`config.mk`:
```
export PLATFORM = sky130hd
export DESIGN_NAME = fc_layer_scheduler
export DESIGN_NICKNAME = d
export VERILOG_FILES = /design/src/rtl/fc_pkg.sv /design/src/rtl/fc_layer_scheduler.sv
export SDC_FILE = /design/constraint.sdc
export NUM_CORES = 1
export LEC_CHECK = 0
export ABC_AREA = 1
export BUFFER_PORTS_ARGS = -buffer_cell sky130_fd_sc_hd__buf_2
export CAP_MARGIN = 20
export CORE_MARGIN = 4
export CORE_UTILIZATION = 46
export CTS_BUF_LIST = sky130_fd_sc_hd__clkbuf_16
export DETAILED_ROUTE_END_ITERATION = 16
export PLACE_DENSITY = 0.77
export SETUP_SLACK_MARGIN = 0.4
export SLEW_MARGIN = 20
export SYNTH_ARGS = -nofsm -noshare
export SYNTH_HDL_FRONTEND = slang
export SYNTH_SLANG_ARGS = --single-unit
```
`constraint.sdc`:
```
create_clock -name clk -period 1.05 [get_ports clk]
set_input_delay 0.0525 -clock clk [delete_from_list [all_inputs] [get_ports clk]]
set_output_delay 0.0525 -clock clk [all_outputs]
set_load 0.01 [all_outputs]
```
`src/rtl/fc_pkg.sv`:
```
// Shared definitions for the final fully-connected layer.
// Holds the scheduler state encoding and the default layer geometry.
// The label-prediction scheduler uses the same geometry, so its scan
// range matches OUT_BASE..OUT_BASE+OUT_LEN-1.
package fc_pkg;

  localparam int unsigned FC_IN_LEN   = 16;
  localparam int unsigned FC_OUT_LEN  = 10;
  localparam int unsigned FC_OUT_BASE = 16;

  typedef enum logic [2:0] {
    ST_IDLE  = 3'd0,
    ST_CLEAR = 3'd1,
    ST_MAC   = 3'd2,
    ST_DRAIN = 3'd3,
    ST_WRITE = 3'd4,
    ST_DONE  = 3'd5
  } fc_state_e;

endpackage

```
`src/rtl/fc_layer_scheduler.sv`:
```
// Control FSM for the final fully-connected layer.
// On start it computes OUT_LEN scores. For each neuron it clears the
// external MAC, streams IN_LEN feature/weight reads into it, and then
// writes the MAC result to picture memory at OUT_BASE + neuron.
//
// Ports:
//   clk, rst_n        clock and asynchronous active-low reset
//   start             begin the layer; only sampled in IDLE
//   MAC_rst_n         synchronous clear of the MAC accumulator (low active)
//   MAC_en            MAC accumulates the current feature x weight
//   picture_mem_addr  shared read/write picture memory address
//   picture_mem_we    write the MAC result to picture_mem_addr
//   weight_mem_addr   weight memory read address
//   done              one-cycle pulse after the last score is written
module fc_layer_scheduler
  import fc_pkg::*;
#(
  parameter int unsigned ADDR_BIT   = 10,
  parameter int unsigned W_ADDR_BIT = 8,
  parameter int unsigned IN_LEN     = FC_IN_LEN,
  parameter int unsigned OUT_LEN    = FC_OUT_LEN,
  parameter int unsigned OUT_BASE   = FC_OUT_BASE
) (
  input  logic                  clk,
  input  logic                  rst_n,
  input  logic                  start,
  output logic                  MAC_rst_n,
  output logic                  MAC_en,
  output logic [ADDR_BIT-1:0]   picture_mem_addr,
  output logic                  picture_mem_we,
  output logic [W_ADDR_BIT-1:0] weight_mem_addr,
  output logic                  done
);

  localparam int unsigned JW = (IN_LEN  > 1) ? $clog2(IN_LEN)  : 1;
  localparam int unsigned OW = (OUT_LEN > 1) ? $clog2(OUT_LEN) : 1;

  localparam logic [JW-1:0]         J_LAST  = JW'(IN_LEN - 1);
  localparam logic [OW-1:0]         O_LAST  = OW'(OUT_LEN - 1);
  localparam logic [W_ADDR_BIT-1:0] W_STEP  = W_ADDR_BIT'(IN_LEN);
  localparam logic [ADDR_BIT-1:0]   OUT_ADR = ADDR_BIT'(OUT_BASE);

  fc_state_e             state_q, state_d;
  logic [JW-1:0]         j_q, j_d;
  logic [OW-1:0]         o_q, o_d;
  // Running o*IN_LEN, advanced once per neuron instead of multiplying.
  logic [W_ADDR_BIT-1:0] wbase_q, wbase_d;
  logic                  mac_en_q;

  always_ff @(posedge clk or negedge rst_n) begin
    if (!rst_n) begin
      state_q  <= ST_IDLE;
      j_q      <= '0;
      o_q      <= '0;
      wbase_q  <= '0;
      mac_en_q <= 1'b0;
    end else begin
      state_q  <= state_d;
      j_q      <= j_d;
      o_q      <= o_d;
      wbase_q  <= wbase_d;
      // Memory read data arrives one cycle after the MAC-state address,
      // so the enable trails the MAC state by exactly one cycle.
      mac_en_q <= (state_q == ST_MAC);
    end
  end

  assign MAC_en = mac_en_q;

  always_comb begin
    state_d          = state_q;
    j_d              = j_q;
    o_d              = o_q;
    wbase_d          = wbase_q;
    MAC_rst_n        = 1'b1;
    picture_mem_addr = '0;
    picture_mem_we   = 1'b0;
    weight_mem_addr  = '0;
    done             = 1'b0;

    case (state_q)
      ST_IDLE: begin
        j_d     = '0;
        o_d     = '0;
        wbase_d = '0;
        if (start) state_d = ST_CLEAR;
      end
      ST_CLEAR: begin
        MAC_rst_n = 1'b0;
        j_d       = '0;
        state_d   = ST_MAC;
      end
      ST_MAC: begin
        picture_mem_addr = ADDR_BIT'(j_q);
        weight_mem_addr  = wbase_q + W_ADDR_BIT'(j_q);
        if (j_q == J_LAST) begin
          j_d     = '0;
          state_d = ST_DRAIN;
        end else begin
          j_d = j_q + 1'b1;
        end
      end
      ST_DRAIN: begin
        state_d = ST_WRITE;
      end
      ST_WRITE: begin
        picture_mem_we   = 1'b1;
        picture_mem_addr = OUT_ADR + ADDR_BIT'(o_q);
        if (o_q == O_LAST) begin
          state_d = ST_DONE;
        end else begin
          o_d     = o_q + 1'b1;
          wbase_d = wbase_q + W_STEP;
          state_d = ST_CLEAR;
        end
      end
      ST_DONE: begin
        done    = 1'b1;
        o_d     = '0;
        wbase_d = '0;
        state_d = ST_IDLE;
      end
      default: state_d = ST_IDLE;
    endcase
  end

endmodule

```
# Word-level counts from Yosys, hierarchy flattened
# Cells that the tools add are included.
totals:
  regBits: 20
  latchBits: 0
  ram_bits: 0
  mem_bits_ro: 0
  input_bits: 3
  memories: 0
classes:
  n_addsub: 5
  n_mul: 0
  div: 0
  magnitude_cmp: 0
  n_eq_ne: 10
  shifts: 0
  n_mux: 15
  bitwise: 0
  n_reduce_logical: 7
ops:
  columns: ["operator", "count"]
  rows:
  - ["8-bit 2-to-1 mux", 2]
  - ["4-bit one-hot mux with 2 select lines", 2]
  - ["8-bit one-hot mux with 2 select lines", 1]
  - ["3-bit one-hot mux with 5 select lines", 1]
  - ["6-bit one-hot mux with 2 select lines", 1]
  - ["3-bit 2-to-1 mux", 3]
  - ["4-bit by 1-bit adder with 4-bit output, second input constant", 2]
  - ["8-bit by 4-bit adder with 8-bit output", 1]
  - ["8-bit by 5-bit adder with 8-bit output, second input constant", 1]
  - ["4-bit equality test, second input constant", 2]
  - ["4-bit 2-to-1 mux", 2]
  - ["5-bit by 4-bit adder with 6-bit output, first input constant", 1]
  - ["3-bit by 2-bit equality test with 1-bit output, second input constant", 2]
  - ["3-bit equality test, second input constant", 2]
  - ["2-bit inequality test, second input constant", 2]
  - ["2-bit AND reduction", 2]
  - ["2-bit nonzero test", 2]
  - ["2-bit OR reduction", 2]
  - ["3-bit by 1-bit equality test with 1-bit output, second input constant", 1]
  - ["3-bit logical NOT", 1]
  - ["1-bit 2-to-1 mux", 3]
  - ["2-bit by 1-bit inequality test with 1-bit output, second input constant", 1]

# Longest topological paths before layout
# Gate-level depths: netlist of run 1.
depth:
  word_depth: 4
  ltp_mapped: 8
  depth_no_buf: 8

# Worst setup path after synthesis of run 1
# Ideal clock, no wire load.
synth_path:
  path_type: "reg2reg"
  from: "register o_q[0]"
  to: "register wbase_q[7]"
  t_arrival_ps: 1008
  setup_slack_ps: -75
  stages_incl_launch_ff: 8
  synth_period_minus_slack_ps: 1125
  cell_sequence: "dfrtp_1 -> ha_1 -> nand3_1 -> inv_1 -> nand2_2 -> nand2_4 -> nand2_1 -> nand2_1"
synth_via:
  elab_chain_len: 3
synth_lines:
  columns: ["item", "line_no", "source"]
  rows:
  - ["from (decl)", "fc_layer_scheduler.sv:45", "logic [OW-1:0] o_q, o_d;"]
  - ["from (signal assigned)", "fc_layer_scheduler.sv:54", "o_q <= '0;"]
  - ["from (signal assigned)", "fc_layer_scheduler.sv:60", "o_q <= o_d;"]
  - ["4-bit equality test", "fc_layer_scheduler.sv:109", "if (o_q == O_LAST) begin"]
  - ["2-bit inequality test (no line)", null, null]
  - ["2-bit AND reduction (no line)", null, null]
  - ["to (signal assigned)", "fc_layer_scheduler.sv:61", "wbase_q <= wbase_d;"]
  - ["to (decl)", "fc_layer_scheduler.sv:47", "logic [W_ADDR_BIT-1:0] wbase_q, wbase_d;"]
# No other way between the ends.
# A chain may end at the register's enable or synchronous reset.

# Worst setup path in the final report of run 1
layout_path:
  from: "register state_q[0]"
  to: "output port picture_mem_addr[0]"
layout_via:
  elab_chain_len: 2
  word_cells_on_any_way: 3
  classes_between: "eq/ne: 2; mux: 1"
layout_lines:
  columns: ["item", "line_no", "source"]
  rows:
  - ["from (decl)", "fc_layer_scheduler.sv:43", "fc_state_e state_q, state_d;"]
  - ["from (signal assigned)", "fc_layer_scheduler.sv:58", "state_q <= state_d;"]
  - ["3-bit equality test / 3-bit by 2-bit equality test with 1-bit output (equally long branches)", "fc_layer_scheduler.sv:81", "case (state_q)"]
  - ["6-bit one-hot mux with 2 select lines *", "fc_layer_scheduler.sv:81", null]
  - ["to (decl)", "fc_layer_scheduler.sv:29", "output logic [ADDR_BIT-1:0] picture_mem_addr,"]
# Every way passes the cells marked *; elsewhere a longest branch is shown, timed or not.

==> impl_metrics.env, run 1 <==
export IMPL_rsz0062_at_grt="true"
export IMPL_clockRootBuffer="clkbuf_16"
export IMPL_clk_latency_ps=250
export IMPL_post_drt_wl_per_cell_um=16.5
export IMPL_insertedDiodeCount=0
export IMPL_grt_use_met1_pct=26.9
export IMPL_drtPass1Iterations=4
export IMPL_power_density_mw_per_mm2=2540
export IMPL_synth_common_cells="nand2_1, inv_1, dfrtp_1"
export IMPL_crit_path_end_kind="output pin"
export IMPL_layout_min_cycle_time_ps=1390
export IMPL_clkTransAtPathRegs_ps=50
export IMPL_pwr_share_clk_pct=17.4
export IMPL_syn2layout_area_growth_pct=71.7
export IMPL_synth_seq_cells=16
export IMPL_start_util_pct=49.1
export IMPL_timing_fmax_mhz=720
export IMPL_drtAntennaViolNets=0
export IMPL_die_y_um=54
export IMPL_skew_ps=3.60
export IMPL_grt_pass1_vias=1045
export IMPL_synth_most_common_cell="nand2_1"
export IMPL_cts_buffers_inserted=3
export IMPL_fin_area_sq_mm=0.00167
export IMPL_drive_gt1_share_pct=53.9
export IMPL_pwr_share_comb_pct=60.2
export IMPL_ys_seq_area_share_pct=41.1
export IMPL_finalCritPeriodShare_pct=132
export IMPL_grt_met3_usage_pct=4.99
export IMPL_synth_edf_count=0
export IMPL_vias=1071
export IMPL_yosys_top_cells_area="dfrtp_1, nand2_1, inv_1"
export IMPL_htreeDepth=1
export IMPL_slowest_stage="dfrtp_2"
export IMPL_seqPwrFrac_pct=22.4
export IMPL_routed_wl_mm=3.41
export IMPL_outcome="finished, violations left"
export IMPL_drcViolationCount=0
export IMPL_via_per_inst=5.17
export IMPL_boundaryPins=25
export IMPL_tritoncts="done"
export IMPL_synth_cell_types=21
export IMPL_hold_slack_ps=89.0
export IMPL_gp_congestion=0.792
export IMPL_leakagePower_nw=0.863
export IMPL_cp_start_kind="flop"
export IMPL_netlist_top_cell_by_area="dfrtp_1"
export IMPL_clockBufferDepth=2
export IMPL_hp_class="input pin to flop"
export IMPL_synth_ff_type="dfrtp_1"
export IMPL_crit_arrival_ps=1340
export IMPL_final_nets=189
export IMPL_cts_num_sinks=16
export IMPL_cpPeakStageDelay_ps=450
export IMPL_postPlaceCellArea_sq_mm=0.00125
export IMPL_switching_share_pct=42.2
export IMPL_numPortBuffers=19
export IMPL_grt_antenna_before_repair=0
export IMPL_synth_area_per_cell_sq_um=7.37
export IMPL_finish_utilization_pct=84.3
export IMPL_p_sw_mw=1.79
export IMPL_drv_cap=0
export IMPL_ir_drop_mv=1.57
export IMPL_critical_path_class="flop to output pin"
export IMPL_path_cells="inv_2 -> nand3_4 -> buf_12 -> o21ai_2 -> buf_2"
export IMPL_hpwl_mm=1.90
export IMPL_drt_iter0_drc=18
export IMPL_intPower_mw=2.46
export IMPL_grt_pass1_wl_mm=4.93
export IMPL_syn_area_sq_um=973
export IMPL_die_x_um=54
export IMPL_gr_usage_all_layers_pct=24.3
export IMPL_hold_viol_final=0
export IMPL_grt_max_degree=17
export IMPL_slew_violations=0
export IMPL_path_max_fanout=5
export IMPL_met2_usage_pct=44.0
export IMPL_grt_overflow=0
export IMPL_worst_slack_ps=-339
export IMPL_violations="negative setup slack"
export IMPL_cp_required_ps=1000
export IMPL_core_sq_mm=0.00198
export IMPL_syn_inst=132
export IMPL_ys_async_sr_fraction_pct=100
export IMPL_rows=16
export IMPL_die_area_sq_mm=0.00292
export IMPL_grt_busiest_layer="met2"
export IMPL_yosysTopAreaCellShare_pct=41.1
export IMPL_ys_warn_count=0
export IMPL_setup_viol=32
==> sequential cells by signal (all words and copies together) (netlist names) <==
| name | flops |
|---|---|
| j_q | 4 |
| wbase_q | 4 |
| o_q | 4 |
| MAC_en | 1 |
| state_q | 3 |
==> stage by stage <==
| step | setup TNS, ps | power [mW] | worst slack [ps] | cells |
|---|---|---|---|---|
| final | -8360 | 4.25 | -339 | 207 |
| after global routing | -9330 | 4.45 | -365 | 207 |
| after CTS | -5770 | 3.70 | -291 | 204 |
| after floorplan | -132 | 1.78 | -21.4 | 136 |
| after global placement | -1130 | 2.42 | -114 | 193 |
| after detailed placement | -1940 | 2.50 | -140 | 193 |
==> logic make-up (layout without fill, tap and decap cells) <==
| family | Yosys count | after routing | share of synthesized area [%] |
|---|---|---|---|
| AOI/OAI and AO/OA | 14 | 14 | 8.10 |
| DFF | 16 | 16 | 41.1 |
| buffers and inverters | 28 | 72 | 13.1 |
| other | 1 | 5 | 0.385 |
| xor gates and xnor gates | 3 | 3 | 2.70 |
| adders and majority gates | 4 | 4 | 5.14 |
| and+or+nand+nor | 66 | 66 | 29.4 |
==> cell usage in the layout (no fill, tap or decap), drive strengths merged <==
master,n
nand3,9
clkbuf,4
conb,5
nand4,2
nor2,17
o22ai,3
ha,4
nand2,38
xor2,3
o21ai,8
o21bai,1
o31ai,1
dlygate4sd3,1
dfrtp,16
a21oi,1
inv,22
buf,45
==> power groups by stage <==
stage	Combinational (mW)	Clock, mW	Sequential (mW)
2_1_floorplan	0.854	0	0.931
3_3_place_gp	1.51	0	0.911
3_5_place_dp	1.57	0	0.926
4_1_cts	2.03	0.745	0.919
5_1_grt	2.71	0.773	0.966
6_report	2.56	0.739	0.954
==> metal layers <==
layer | share of wire [%] | vias up
met2 | 56 | 36
met1 | 34 | 521
met4 | 4.4 | 0
met3 | 4.9 | 16
met5 | 0 | -
li1 | - | 498
==> worst max-delay path, delay by kind of cell, from the launching register on <==
family	cells	cell delay, ps
flops	1	450
buf+inv	3	420
simple gates	1	120
compound gates	1	100
==> final timing paths <==
check	from	end	slack [ps]	cells past startpoint
setup / recovery	state_q[0]	picture_mem_addr[0]	-340	5
min in group asynchronous	rst_n	j_q[1]	260	2
hold / removal	start	state_q[0]	90	3
max in group asynchronous	rst_n	state_q[0]	490	2
hold reg to reg	wbase_q[7]	wbase_q[7]	550	2
setup reg to reg	state_q[0]	state_q[0]	-310	8
==> layout make-up <==
class | count | area (sq um)
Inverter | 22 | 95.1
Timing Repair Buffer | 47 | 407
Multi-Input combinational cell | 92 | 657
Fill cell | 104 | 310
Tap cell | 27 | 33.8
Sequential cell | 16 | 404
Clock buffer | 3 | 75.1
==> repair_timing <==
| item | CTS | global route |
|---|---|---|
| hold buffers | 1 | 0 |
| hold endpoints to repair | 16 | 0 |
| endpoints found under the setup margin | 33 | 33 |
| resized for setup | 29 | 31 |
| setup buffers | 7 | 2 |
| cloned | 0 | 1 |
| pin swaps | 5 | 5 |
Note: power is estimated with default switching activity, not from simulation.
==> inputs of run 2 (changes only) <==
--- a/config.mk
+++ b/config.mk
@@ -5,14 +5,13 @@
 export SDC_FILE = /design/constraint.sdc
 export NUM_CORES = 1
 export LEC_CHECK = 0
-export ABC_AREA = 1
 export BUFFER_PORTS_ARGS = -buffer_cell sky130_fd_sc_hd__buf_2
 export CAP_MARGIN = 20
 export CORE_MARGIN = 4
 export CORE_UTILIZATION = 46
-export CTS_BUF_LIST = sky130_fd_sc_hd__clkbuf_16
 export DETAILED_ROUTE_END_ITERATION = 16
-export PLACE_DENSITY = 0.77
+export GPL_TIMING_DRIVEN = 1
+export PLACE_DENSITY = 0.76
 export SETUP_SLACK_MARGIN = 0.4
 export SLEW_MARGIN = 20
 export SYNTH_ARGS = -nofsm -noshare
==> impl_metrics.env, run 2 <==
export IMPL_outcome="finished, violations left"
export IMPL_violations="negative setup slack"
export IMPL_numPortBuffers=19
export IMPL_skew_ps=9.42
export IMPL_path_max_fanout=4
export IMPL_synth_seq_cells=16
export IMPL_post_drt_wl_per_cell_um=18.5
export IMPL_synth_ff_type="dfrtp_1"
export IMPL_hpwl_mm=1.92
export IMPL_ir_drop_mv=2.18
export IMPL_drive_gt1_share_pct=61.1
export IMPL_slew_violations=0
export IMPL_yosys_top_cells_area="dfrtp_1, and2_1, ha_1"
export IMPL_ys_async_sr_fraction_pct=100
export IMPL_grt_max_degree=17
export IMPL_ys_seq_area_share_pct=39.8
export IMPL_synth_area_per_cell_sq_um=9.96
export IMPL_hp_class="input pin to flop"
export IMPL_gp_congestion=0.827
export IMPL_die_y_um=54.8
export IMPL_synth_most_common_cell="dfrtp_1"
export IMPL_drtAntennaViolNets=0
export IMPL_gr_usage_all_layers_pct=24.8
export IMPL_cp_start_kind="flop"
export IMPL_rsz0062_at_grt="true"
export IMPL_hold_viol_final=0
export IMPL_ys_warn_count=0
export IMPL_clkTransAtPathRegs_ps=100
export IMPL_grt_pass1_wl_mm=5.05
export IMPL_synth_edf_count=0
export IMPL_final_nets=170
export IMPL_finish_utilization_pct=85.0
export IMPL_crit_path_end_kind="output pin"
export IMPL_worst_slack_ps=-548
export IMPL_setup_viol=32
export IMPL_syn_area_sq_mm=0.00101
export IMPL_cp_required_ps=1000
export IMPL_cts_num_sinks=16
export IMPL_grt_antenna_before_repair=0
export IMPL_fin_tns_setup_ps=-13900
export IMPL_final_common_cell="buf_4"
export IMPL_nFillCells=91
export IMPL_finalCritPeriodShare_pct=152
export IMPL_final_cell_mix="buf_4, buf_6, dfrtp_1"
export IMPL_timing_fmax_mhz=626
export IMPL_rows=16
export IMPL_top_regs="j_q (4), o_q (4), wbase_q (4)"
export IMPL_crit_arrival_ps=1550
export IMPL_drt_iter0_drc=50
export IMPL_tritoncts="done"
export IMPL_drtPass1Iterations=4
export IMPL_grt_overflow=0
export IMPL_critical_path_class="flop to output pin"
export IMPL_netlist_top_cell_by_area="dfrtp_1"
export IMPL_drv_cap=0
export IMPL_drcViolationCount=0
export IMPL_synth_cell_types=39
export IMPL_die_area_sq_mm=0.00300
export IMPL_clk_latency_ps=300
export IMPL_clockRootBuffer="clkbuf_4"
export IMPL_layout_min_cycle_time_ps=1600
export IMPL_syn2layout_area_growth_pct=70.9
export IMPL_start_util_pct=49.8
export IMPL_cts_buffers_inserted=3
export IMPL_power_density_mw_per_mm2=2460
export IMPL_leakagePower_nw=0.866
export IMPL_syn_inst=101
export IMPL_yosysTopAreaCellShare_pct=39.8
export IMPL_via_per_inst=5.45
export IMPL_die_x_um=54.8
export IMPL_vias=1030
export IMPL_boundaryPins=25
export IMPL_insertedDiodeCount=0
export IMPL_core_sq_mm=0.00202
export IMPL_clockBufferDepth=2
export IMPL_grt_pass1_vias=987
export IMPL_routed_wl_mm=3.50
export IMPL_synth_common_cells="dfrtp_1, and2_1, buf_4"
export IMPL_htreeDepth=1
## run 2: cells by family after synthesis
group           synth area share, %
flops                          39.8
compound gates                 19.5
fa+ha+maj                      4.98
simple gates                   22.0
xor+xnor                       2.61
buf+inv                        8.58
other cells                   0.373
mux                            2.11
## run 2: path summary, 6_finish.rpt
check,from,slack [ps],depth (start not counted),to
min,start,30,2,state_q[0]
max reg2reg,state_q[0],-520,6,j_q[3]
max in group asynchronous,rst_n,580,2,state_q[0]
max,state_q[0],-550,5,picture_mem_addr[2]
min in group asynchronous,rst_n,180,2,j_q[2]
min reg2reg,wbase_q[7],550,1,wbase_q[7]
## run 2: power breakdown
part	total [mW]	switching [mW]	leakage (nW)	internal, mW
Sequential	0.944	0.170	0.212	0.774
Clock	0.430	0.218	0.0210	0.212
Combinational	2.85	1.25	0.633	1.60
## run 2: repair_timing
item / 4_1_cts / 5_1_grt
gates resized for setup: 30 / 16
hold buffers: 1 / 0
setup endpoints to repair: 33 / 33
pin swaps: 10 / 8
buffers inserted: 11 / 6
endpoints found under the hold margin: 16 / 0
## run 2: cell type report
class	count	area, sq um	area share (%)
Clock buffer	4	36.3	2.11
Timing Repair Buffer	63	557	32.4
Tap cell	27	33.8	1.97
Inverter	4	15.0	0.873
Multi-Input combinational cell	75	673	39.2
Sequential cell	16	404	23.5
## run 2: layer usage
metal  share of wire (%)  global-route usage (%)  vias up
met1                  40                    33.5      491
met3                 7.9                    4.09       10
li1                    -                       -      472
met2                  50                    39.2       57
met4                 2.1                    9.96        0
met5                   0                       0        -
## run 2: critical path, cell delays in order (launching register included)
cell and delay (ps):
dfrtp_2 470, nor3b_4 280, buf_6 150, and2_4 140, a21o_1 80, buf_2 120
## run 2: per-stage QoR
stage          worst slack, ps  total power, mW  cells  cell area [sq um]  hold WS [ps]
2_1_floorplan             -339             2.04    105               1090          -243
3_3_place_gp              -322             2.63    167               1330         -10.0
3_5_place_dp              -400             2.71    167               1330         -6.43
4_1_cts                   -507             3.72    183               1590          5.80
5_1_grt                   -619             4.42    189               1720          34.8
6_report                  -548             4.22    189               1720          27.7
